==> config.mk <==
export PLATFORM = sky130hd
export DESIGN_NAME = fetch_sequencer
export DESIGN_NICKNAME = d
export VERILOG_FILES = /design/src/rtl/fetch_sequencer.sv
export SDC_FILE = /design/constraint.sdc
export NUM_CORES = 1
export LEC_CHECK = 0
export ABC_CLOCK_PERIOD_IN_PS = 1900
export CORE_MARGIN = 2
export CORE_UTILIZATION = 25
export DETAILED_ROUTE_END_ITERATION = 6
export PLACE_DENSITY = 0.48
export SYNTH_ARGS = -nofsm -noshare
export SYNTH_HDL_FRONTEND = slang
export SYNTH_SLANG_ARGS = --single-unit
==> constraint.sdc <==
create_clock -name clk -period 1.9 [get_ports clk]
set_clock_uncertainty 0.05 [all_clocks]
set_input_delay 0.285 -clock clk [delete_from_list [all_inputs] [get_ports clk]]
set_output_delay 0.285 -clock clk [all_outputs]
set_load 0.02 [all_outputs]
==> src/rtl/fetch_sequencer.sv <==
// fetch_sequencer: fetches 4-byte instructions byte by byte from program
// memory, presents them to decode, and steers the program counter.
//
// Ports:
//   clk, rst                   clock, synchronous active-high reset
//   mem_req, mem_addr          program-memory read request and address
//   mem_ack, mem_rdata         memory acknowledge and read data
//   instr_valid, instr_ready   instruction handshake toward decode
//   opcode1..opcode4           assembled instruction bytes (pc..pc+3)
//   pc                         address of instruction in fetch or issue
//   condition, isRet, ret_addr branch controls, sampled on accept
//   halt                       stop after accepted instruction
//   halted                     sequencer stopped until reset

module fetch_sequencer #(
  parameter int ADDR_W = 8,
  parameter int DATA_W = 8
) (
  input  logic              clk,
  input  logic              rst,
  output logic              mem_req,
  output logic [ADDR_W-1:0] mem_addr,
  input  logic              mem_ack,
  input  logic [DATA_W-1:0] mem_rdata,
  output logic              instr_valid,
  input  logic              instr_ready,
  output logic [DATA_W-1:0] opcode1,
  output logic [DATA_W-1:0] opcode2,
  output logic [DATA_W-1:0] opcode3,
  output logic [DATA_W-1:0] opcode4,
  output logic [ADDR_W-1:0] pc,
  input  logic              condition,
  input  logic              isRet,
  input  logic [ADDR_W-1:0] ret_addr,
  input  logic              halt,
  output logic              halted
);

  typedef enum logic [1:0] {
    FETCH = 2'd0,
    ISSUE = 2'd1,
    HALT  = 2'd2
  } state_t;

  state_t            state;
  state_t            state_n;
  logic [1:0]        idx;
  logic [1:0]        idx_n;
  logic              req_n;
  logic              valid_n;
  logic              halted_n;
  logic [ADDR_W-1:0] pc_n;
  logic [ADDR_W-1:0] target;
  logic              take;

  // mem_req is only ever high in FETCH, so it alone qualifies the ack;
  // acks seen in ISSUE, HALT or the idle cycle after reset fall away.
  assign take = mem_req & mem_ack;

  assign mem_addr = pc + ADDR_W'(idx);

  // Return beats jump; a non-taken branch advances sequentially.
  always_comb begin
    target = pc + ADDR_W'(4);
    if (condition && isRet) begin
      target = ret_addr;
    end else if (condition) begin
      target = ADDR_W'(opcode4);
    end
  end

  always_comb begin
    state_n = state;
    idx_n   = idx;
    pc_n    = pc;
    req_n   = mem_req;
    unique case (state)
      FETCH: begin
        // First cycle out of reset only arms the request.
        req_n = 1'b1;
        if (take) begin
          if (idx == 2'd3) begin
            idx_n   = 2'd0;
            state_n = ISSUE;
            req_n   = 1'b0;
          end else begin
            idx_n = idx + 2'd1;
          end
        end
      end
      ISSUE: begin
        req_n = 1'b0;
        if (instr_ready) begin
          pc_n    = target;
          idx_n   = 2'd0;
          state_n = halt ? HALT : FETCH;
          req_n   = !halt;
        end
      end
      HALT: begin
        req_n = 1'b0;
      end
      default: begin
        state_n = FETCH;
        idx_n   = 2'd0;
        req_n   = 1'b0;
      end
    endcase
    valid_n  = (state_n == ISSUE);
    halted_n = (state_n == HALT);
  end

  always_ff @(posedge clk) begin
    if (rst) begin
      state       <= FETCH;
      idx         <= 2'd0;
      mem_req     <= 1'b0;
      instr_valid <= 1'b0;
      halted      <= 1'b0;
      pc          <= '0;
      opcode1     <= '0;
      opcode2     <= '0;
      opcode3     <= '0;
      opcode4     <= '0;
    end else begin
      state       <= state_n;
      idx         <= idx_n;
      mem_req     <= req_n;
      instr_valid <= valid_n;
      halted      <= halted_n;
      pc          <= pc_n;
      if (take) begin
        unique case (idx)
          2'd0: opcode1 <= mem_rdata;
          2'd1: opcode2 <= mem_rdata;
          2'd2: opcode3 <= mem_rdata;
          2'd3: opcode4 <= mem_rdata;
          default: opcode1 <= mem_rdata;
        endcase
      end
    end
  end

endmodule
After elaboration in Yosys (flattened, before gate mapping). Index checks and enable logic that the tools add are counted.

Register bits after elaboration: 47. Output and inout port bits: 51. Word-level logic and storage cells: 49.

Add/sub/neg operators: 3. Equality and inequality tests: 9. Mux-type cells: 15. Bitwise operators: 2. Reductions and logical operators: 10.

Operator list (number): $mux 8 (2); $mux 2 (7); $pmux 2 s3 (2); $reduce_and 2->1 (5); $add 8x2->8 (1); $add 8x3->8 const B (1); $eq 2x2->1 const B (4); $eq 2x1->1 const B (3); $logic_not 2->1 (2); $ne 2x2->1 const B (2); $mux 1 (3); $reduce_and 3->1 (1); $add 2x1->2 const B (1); $pmux 1 s2 (1); $and 1x1->1 (1); $logic_and 1x1->1 (1); $logic_not 1->1 (1); $not 1->1 (1).

Depth between registers and ports, before layout. Gate-level depths: netlist of run 1.

Depth after elaboration: 5. Gate-level depth with buffers: 5.

Least setup slack after synthesis of run 1. No wires, ideal clock.

Path kind: reg2out. Start: reg pc[0]. End: out mem_addr[4]. Data arrival time: 1.654 ns. Required time: 1.565 ns. Setup slack: -0.089 ns. Cell stages (with the launch flop): 6. Path buffers: 0. Path through: dfxtp_1 > ha_1 > inv_1 > fa_1 > nand2b_1 > xnor2_1.

Longest elaborated chain between the ends: 1.

Ends and longest elaborated chain: start, declared (RTL line 31) `output logic [ADDR_W-1:0] pc,`; start signal, assigned (RTL line 131) `pc <= pc_n;`; $add 8x2->8 (RTL line 60) `assign mem_addr = pc + ADDR_W'(idx);`; end, declared (RTL line 22) `output logic [ADDR_W-1:0] mem_addr,`.

Every way passes these cells.

Worst setup path in the final report of run 1.
Start: reg pc[0]. End: out mem_addr[6].

The elaborated chain is that of the path after synthesis.

==> results of run 1 <==
-- cell usage after synthesis, types with 5 or more instances --
library cell,instances
ha_1,7
inv_1,9
mux2_2,5
dfxtp_1,47
nand2_1,22
nor2_1,30
clkbuf_1,5
a21oi_1,16
mux2i_1,27
-- state kept, by name, summed over array words and instances, names as in the netlist --
signal / flops
instr_valid: 1
pc: 8
opcode2: 8
state: 2
opcode3: 8
opcode4: 8
mem_req: 1
halted: 1
idx: 2
opcode1: 8
-- cells in the final DEF (no fill, tap or decap), types with 4 or more instances in the layout --
cell type        synthesis  layout
clkbuf_8                 1       5
buf_4                    1      32
mux2i_1                 27      27
clkdlybuf4s50_1          0      66
nand3_2                  4       4
nor2_1                  30      29
inv_1                    9       7
mux2_2                   5       5
a21oi_1                 16      15
nand2_1                 22      22
dfxtp_1                 47      43
ha_1                     7       5
o21ai_0                  4       4
-- stage by stage --
step                      hold slack [ps]  cells
after floorplan                       371    234
after global placement                422    427
after CTS                             440    436
final                                 436    436
after detailed placement              426    427
after global routing                  466    436
-- cells by family (layout without fill, tap and decap cells) --
kind of cell / count (synthesis) / count (layout)
flops: 47 / 47
compound gates: 38 / 38
mux: 32 / 32
fa+ha+maj: 8 / 8
xor+xnor: 6 / 6
simple gates: 80 / 80
buf+inv: 23 / 117
-- layout make-up --
| type | instances | area, sq um | area share |
|---|---|---|---|
| flip-flops and latches | 47 | 948 | 0.283 |
| clock buffers | 5 | 68.8 | 0.0205 |
| repair buffers | 100 | 923 | 0.275 |
| well taps | 108 | 135 | 0.0403 |
| inverters | 9 | 33.8 | 0.0101 |
| clock inverters | 3 | 27.5 | 0.00820 |
| multi-input cells | 164 | 1220 | 0.363 |
-- power by group --
part           switching (uW)  internal (uW)  leakage [uW]  total [uW]
clock network             386            274     0.0000467         659
registers                9.75           1000      0.000382        1010
logic                     112            120      0.000998         233
total                     508           1390       0.00143        1900
-- worst min path at each step --
| stage | from | endpoint | cells after the start |
|---|---|---|---|
| final | opcode4[6]$_SDFFE_PP0P_ | opcode4[6]$_SDFFE_PP0P_ | 2 |
| after global routing | opcode4[6]$_SDFFE_PP0P_ | opcode4[6]$_SDFFE_PP0P_ | 2 |
| after detailed placement | opcode4[6]$_SDFFE_PP0P_ | opcode4[6]$_SDFFE_PP0P_ | 2 |
| after floorplan | mem_rdata[4] | opcode4[4]$_SDFFE_PP0P_ | 2 |
| after global placement | opcode4[4]$_SDFFE_PP0P_ | opcode4[4]$_SDFFE_PP0P_ | 2 |
| after CTS | opcode4[6]$_SDFFE_PP0P_ | opcode4[6]$_SDFFE_PP0P_ | 2 |
-- metal layers --
| layer | track usage | part of all wire | up-vias |
|---|---|---|---|
| met1 | 0.170 | 0.48 | 870 |
| met2 | 0.192 | 0.45 | 52 |
| li1 | - | - | 997 |
| met5 | 0 | 0 | - |
| met4 | 0.0224 | 0.0037 | 0 |
| met3 | 0.0494 | 0.066 | 2 |
-- critical path: stages, from the launching register on --
cell     delay (ps)
dfxtp_2         360
ha_4            140
inv_2            30
fa_2            370
nor2_2          160
xor2_2          130
buf_4           150
-- what timing repair did --
item | 4_1_cts | 5_1_grt
pin swaps | 1 | 2
gates resized for setup | 48 | 10
hold buffers | 0 | 0
buffers inserted | 1 | 0
endpoints found under the setup margin | 7 | 7
==> impl_metrics.yaml, run 1 <==
clock_network:
  clock-root-buffer: "clkbuf_8"
  clock-sinks: 47
  cts_buffers: 5
  clock_path_buffers: 2
  clk_pin_slew_ps: 100
  cts_tree: "done"
  htree_levels: 2
  clk_latency_ps: 300
cells_and_area:
  n_fill_cell: 885
  utilization: 0.389
  finish.instance_area_sq_um: 3360
  final_nets: 358
  areaGrowthSynthToFinish_pct: 52.7
  diodes: 0
  drive_above_1_share: 0.223
synthesis:
  synth_fp_nets: 265
  synthFlopType: "dfxtp_1"
  synth.distinct_cells: 43
  synth_edf_count: 0
  synth_seq_cells: 47
  synth_top_area_cell: "dfxtp_1"
  synth_compound_area_frac: 0.112
  syn_area_sq_um: 2200
  synth-adder-area-share: 0.0490
  synth_top_area_share: 0.428
  syn_avg_cell_area_sq_um: 9.39
  synthCells: 234
  synth_warnings: 0
  synth_top_family_by_area: "simple AND/OR/NAND/NOR gates"
  synth-simple-area-share: 0.183
  synth-async-reset-ratio: 0
  muxShareOfSynthArea: 0.149
  synth_area_leaders: "dfxtp_1 (43%), mux2i_1 (12%), nor2_1 (5.1%), ha_1 (4.0%), nand2_1 (3.8%)"
  ys_seq_area_frac: 0.428
  synth_xor_area_frac: 0.0239
place:
  dp_slack_ps: -366
  placed_area_sq_um: 3190
  portBuffers: 73
  dp_hpwl_mm: 4.52
  gp_congestion: 0.733
critical_path:
  arrival_ps: 1630
  cp-startpoint: "pc[0]$_SDFFE_PP0P_"
  r2r_cells: 7
  reg2reg_setup_slack_ps: 310
  criticalPathCategory: "register to output pin"
  path_max_fanout: 3
  r2r_start: "idx[0]$_SDFFE_PP0P_"
  cp-start-kind: "register"
  cp.required_ps: 1560
  worstReg2RegEnd: "opcode3[4]$_SDFFE_PP0P_"
  end_kind: "output pin"
  endpoint: "mem_addr[6]"
drt:
  wl_per_cell_um: 13.7
  avgViaCountPerCell: 4.41
  drt_iter0_drc: 50
  postRouteAntennaNets: 0
  drt-total-wl_mm: 5.99
  first_pass_iters: 4
  vias: 1921
  drc: 0
power_and_ir_drop:
  p_per_area_nw_per_um2: 567
  finalPower_uw: 1900
  p_leak_uw: 0.00143
  vdd_ir_drop_max_v: 0.000378
outcome:
  failed_checks: "setup timing"
  status: "finished with violations"
global_route:
  grt_pass1_wl_mm: 9.78
  antenna_found_initial: 0
  grt.overflow.total: 0
  grt_start_max_net_pins: 21
  grt_use_total: 0.125
  grt_pass1_vias: 1929
floorplan:
  die_y_um: 97.7
  io_pins: 74
  row_count: 34
  initial_utilization: 0.254
  core_sq_um: 8640
  die_w_um: 97.7
  die-area_sq_um: 9550
sta:
  drv_slew: 0
  post-route-period-util: 1.04
  hold_viol_final: 0
  worstMarginPinSlew_ps: 327
  slew_headroom: 0.782
  fin_setup_tns_ps: -175
  fin_crit_ps: 1970
  clock.fmax_mhz: 508
  setup_viol: 3
  rsz0062_at_grt: "yes"
  fin_ws_ps: -70.0
hold_path:
  hp-class: "register to register"
run:
  maxCapViolCount: 0
Power figures use the tool's default switching activity.
==> run 2: changes to the inputs <==
Settings changed: ABC_CLOCK_PERIOD_IN_PS 1900 to 2300.
Clock period 1.9 ns to 2.3 ns, I/O delays scaled along.
==> run 2 against run 1 <==
The run now ends clean; register-to-register slack better by 490 ps; non-clock buffer count down 14; sequential share of layout area up 1.3 points; first-iteration DRC count up 38%; worst hold slack worse by 3.8 ps; die area unchanged; wire length down 2.6%; via count down 2.1%; critical path type unchanged; highest routed layer unchanged.
==> impl_metrics.yaml, run 2 (synthesis gave the netlist of run 1 again) <==
critical_path:
  path_common_cell: "inv_1"
  criticalPathCategory: "register to output pin"
  end_kind: "output pin"
  cp_cell_sequence: "ha_1, inv_1, fa_2, inv_1, dlygate4sd2_1"
  r2r_start: "idx[0]$_SDFFE_PP0P_"
  r2r_cells: 5
  path_max_fanout: 2
  cp.required_ps: 1900
  cp-startpoint: "pc[0]$_SDFFE_PP0P_"
  crit_slowest_cell: "fa_2"
  critical_path.max_stage_delay_ps: 520
  arrival_ps: 1730
  cp-start-kind: "register"
cells_and_area:
  diodes: 0
  multi_input_area_sq_um: 1140
  utilization: 0.369
  n_fill_cell: 892
  final_common_cell: "clkdlybuf4s50_1"
  final_nets: 344
  final_cell_mix: "clkdlybuf4s50_1 (66), dfxtp_1 (47), nor2_1 (30), mux2i_1 (27), nand2_1 (22)"
  regArea_sq_um: 941
  areaGrowthSynthToFinish_pct: 44.9
  drive_above_1_share: 0.134
  finish.instance_area_sq_um: 3180
sta:
  worstMarginPinSlew_ps: 523
  setup_viol: 0
  post-route-period-util: 0.923
  rsz0062_at_grt: "no"
  drv_slew: 0
  fin_ws_ps: 177
  slew_headroom: 0.650
  fin_crit_ps: 2120
  whs_ps: 433
  clock.fmax_mhz: 471
  hold_viol_final: 0
global_route:
  antenna_found_initial: 0
  grt_use_total: 0.121
  grt_pass1_vias: 1882
  grt_start_max_net_pins: 22
  grt_pass1_wl_mm: 9.56
  grt.overflow.total: 0
run:
  maxCapViolCount: 0
hold_path:
  min_path_cells: 2
  hp-class: "register to register"
  hold_path_startpoint: "opcode4[5]$_SDFFE_PP0P_"
power_and_ir_drop:
  comb_power_share: 0.104
  seqPwrFrac: 0.480
  p_leak_uw: 0.00134
  internal-power_uw: 1350
  p_switching_uw: 391
  vdd_ir_drop_max_v: 0.000244
  swShare: 0.224
  p_per_area_nw_per_um2: 548
  finalPower_uw: 1740
  clkPwrFrac: 0.416
drt:
  drt_iter0_drc: 69
  drt-total-wl_mm: 5.83
  drc: 0
  first_pass_iters: 4
  avgViaCountPerCell: 4.46
  wl_per_cell_um: 13.8
  vias: 1881
  postRouteAntennaNets: 0
clock_network:
  htree_levels: 2
  clock-root-buffer: "clkbuf_8"
  clk_pin_slew_ps: 90
  clk_latency_ps: 300
  clock_path_buffers: 2
  postCtsSetupBuffers: 0
  clock-sinks: 47
  cts_tree: "done"
  cts_buffers: 5
  cts_hold_buf: 0
place:
  placed_area_sq_um: 3070
  dp_slack_ps: -43.3
  gp_congestion: 0.761
  portBuffers: 73
  dp_hpwl_mm: 4.40
floorplan:
  die_y_um: 97.7
  core_sq_um: 8640
  initial_utilization: 0.254
  die-area_sq_um: 9550
  row_count: 34
  die_w_um: 97.7
  io_pins: 74
outcome:
  status: "completed"
## run 2: cell count changes in the layout (fill, tap and decap cells not counted), sizes merged
| cell | delta |
|---|---|
| buf | -19 |
| clkbuf | +4 |
| bufinv | +2 |
| inv | -2 |
| dlygate4sd2 | +1 |
## run 2: metrics by stage
| step | setup TNS (ps) | std cells |
|---|---|---|
| 2_1_floorplan | 0 | 234 |
| 3_3_place_gp | -34.7 | 414 |
| 3_5_place_dp | -52.7 | 414 |
| 4_1_cts | -78.9 | 422 |
| 5_1_grt | 0 | 422 |
| 6_report | 0 | 422 |
## run 2: timing repair
action | CTS | global route
resized for setup | 14 | 13
pin swaps | 0 | 0
hold endpoints to repair | 0 | 0
endpoints found under the setup margin | 7 | 6
## run 2: area by class of cell
cell class	count	area share
flip-flops and latches	47	0.296
clock inverters	3	0.0212
clock buffers	5	0.0216
well taps	108	0.0425
repair buffers	86	0.251
multi-input cells	164	0.357
inverters	9	0.0106
## run 2: metal layers
layer,GRT usage,up-vias,wire length (um)
met1,0.171,849,2900
li1,-,969,-
met3,0.0387,5,385
met5,0,-,0
met2,0.184,58,2510
met4,0.0256,0,40
## run 2: path summary, 6_finish.rpt
kind	to	slack, ps
worst max-delay path	mem_addr[1]	180
worst min register to register	opcode4[5]$_SDFFE_PP0P_	430
worst min-delay path	opcode4[5]$_SDFFE_PP0P_	430
worst max register to register	instr_valid$_SDFF_PP0_	800
## run 2: power by group through the flow
stage	Sequential [uW]	Clock (uW)	Combinational, uW
3_3_place_gp	855	0	183
6_report	836	726	181
2_1_floorplan	867	0	76.8
4_1_cts	837	749	184
5_1_grt	839	786	197
3_5_place_dp	855	0	183
## run 2: worst max-delay path: cells and delay by family (launching register included)
kind,cells,cell delay (ps)
adders and majority gates,2,690
DFF,1,350
buffers and inverters,3,390
==> run 3: changes to the inputs <==
--- a/config.mk
+++ b/config.mk
@@ -6,5 +6,4 @@
 export NUM_CORES = 1
 export LEC_CHECK = 0
-export ABC_CLOCK_PERIOD_IN_PS = 2300
 export CORE_MARGIN = 2
 export CORE_UTILIZATION = 25
--- a/constraint.sdc
+++ b/constraint.sdc
@@ -3,3 +3,3 @@
 set_input_delay 0.345 -clock clk [delete_from_list [all_inputs] [get_ports clk]]
 set_output_delay 0.345 -clock clk [all_outputs]
-set_load 0.02 [all_outputs]
+set_load 0.1 [all_outputs]
==> run 3 against run 2 <==
First-iteration DRC count down 22%; sequential share of layout area increased by 0.15 points; critical path depth is the same.
==> impl_metrics.yaml, run 3 (synthesis gave the netlist of run 1 again) <==
power_and_ir_drop:
  p_leak_uw: 0.00146
  comb_power_share: 0.153
  internal-power_uw: 1220
  p_switching_uw: 463
  p_per_area_nw_per_um2: 516
  swShare: 0.276
  seqPwrFrac: 0.495
  clkPwrFrac: 0.352
  vdd_ir_drop_max_v: 0.000281
drt:
  drc: 0
  postRouteAntennaNets: 0
  drt-total-wl_mm: 5.79
  vias: 1879
  first_pass_iters: 4
  wl_per_cell_um: 13.9
  avgViaCountPerCell: 4.53
  drt_iter0_drc: 54
critical_path:
  arrival_ps: 1780
  cp-startpoint: "pc[1]$_SDFFE_PP0P_"
  cp-start-kind: "register"
  criticalPathCategory: "register to output pin"
  r2r_start: "idx[0]$_SDFFE_PP0P_"
  end_kind: "output pin"
  path_max_fanout: 4
  cp.required_ps: 1900
sta:
  fin_crit_ps: 2180
  worstMarginPinSlew_ps: 500
  hold_viol_final: 0
  fin_setup_tns_ps: 0
  fin_ws_ps: 125
  post-route-period-util: 0.946
  setup_viol: 0
  slew_headroom: 0.666
  rsz0062_at_grt: "no"
  drv_slew: 0
  clock.fmax_mhz: 460
  whs_ps: 433
place:
  gp_congestion: 0.861
  dp_slack_ps: 245
  portBuffers: 73
  dp_hpwl_mm: 4.33
global_route:
  antenna_found_initial: 0
  grt_pass1_vias: 1756
  grt_pass1_wl_mm: 9.29
  grt_start_max_net_pins: 44
  grt_use_total: 0.121
  grt.overflow.total: 0
clock_network:
  clock-root-buffer: "clkbuf_8"
  cts_hold_buf: 0
  clock_path_buffers: 2
  clk_latency_ps: 300
  clock-sinks: 47
  clk_pin_slew_ps: 90
  cts_buffers: 5
  cts_tree: "done"
  htree_levels: 2
cells_and_area:
  final_cell_mix: "buf_4 (50), dfxtp_1 (38), nor2_1 (29), mux2i_1 (27)"
  final_common_cell: "buf_4"
  diodes: 0
  drive_above_1_share: 0.326
  areaGrowthSynthToFinish_pct: 48.2
  final_nets: 337
run:
  maxCapViolCount: 0
floorplan:
  die-area_sq_um: 9550
  row_count: 34
  core_sq_um: 8640
  initial_utilization: 0.254
  die_y_um: 97.7
  io_pins: 74
  die_w_um: 97.7
outcome:
  status: "completed"
hold_path:
  hold_path_startpoint: "opcode4[6]$_SDFFE_PP0P_"
  hp-class: "register to register"
-- run 3: worst paths after layout --
kind,to,slack (ps),depth (start not counted)
worst max-delay path,mem_addr[5],120,5
worst min-delay path,opcode4[6]$_SDFFE_PP0P_,430,2
worst max register to register,opcode3[2]$_SDFFE_PP0P_,760,6
worst min register to register,opcode4[6]$_SDFFE_PP0P_,430,2
-- run 3: cell type report --
type	instances	area, sq um
Clock buffer	7	108
Multi-Input combinational cell	164	1270
Sequential cell	47	967
Clock inverter	1	5.00
Tap cell	108	135
Timing Repair Buffer	79	736
Fill cell	884	5380
Inverter	9	33.8
-- run 3: routing by layer --
layer  up-vias  global-route usage  share of wire
li1        955                   -              -
met1       860               0.165           0.47
met2        58               0.189           0.45
met3         6              0.0293          0.061
met4         0              0.0385          0.014
met5         -                   0              0
-- run 3: worst max-delay path: stages, from the launching register on --
cell and delay, ps:
dfxtp_4 370, ha_1 290, a21oi_1 280, nor2_1 170, xnor2_4 180, buf_12 190
-- run 3: what timing repair did --
item,CTS,global route
cloned,0,0
pin swaps,2,1
endpoints found under the setup margin,2,3
buffers inserted,2,1
gates resized for setup,5,1
-- run 3: metrics by stage --
step	cell area, sq um	total power, uW	util	cells
3_3_place_gp	3100	1110	0.359	404
2_1_floorplan	2340	1020	-	234
4_1_cts	3250	1710	0.376	414
3_5_place_dp	3100	1110	0.359	404
6_report	3260	1680	0.377	415
5_1_grt	3260	1760	0.377	415
-- run 3: power groups by stage --
stage               Combinational, uW  Clock [uW]  Sequential [uW]
floorplan                        88.3           0              931
global placement                  255           0              851
detailed placement                255           0              851
CTS                               259         616              831
global route                      271         651              834
finish                            256         592              831
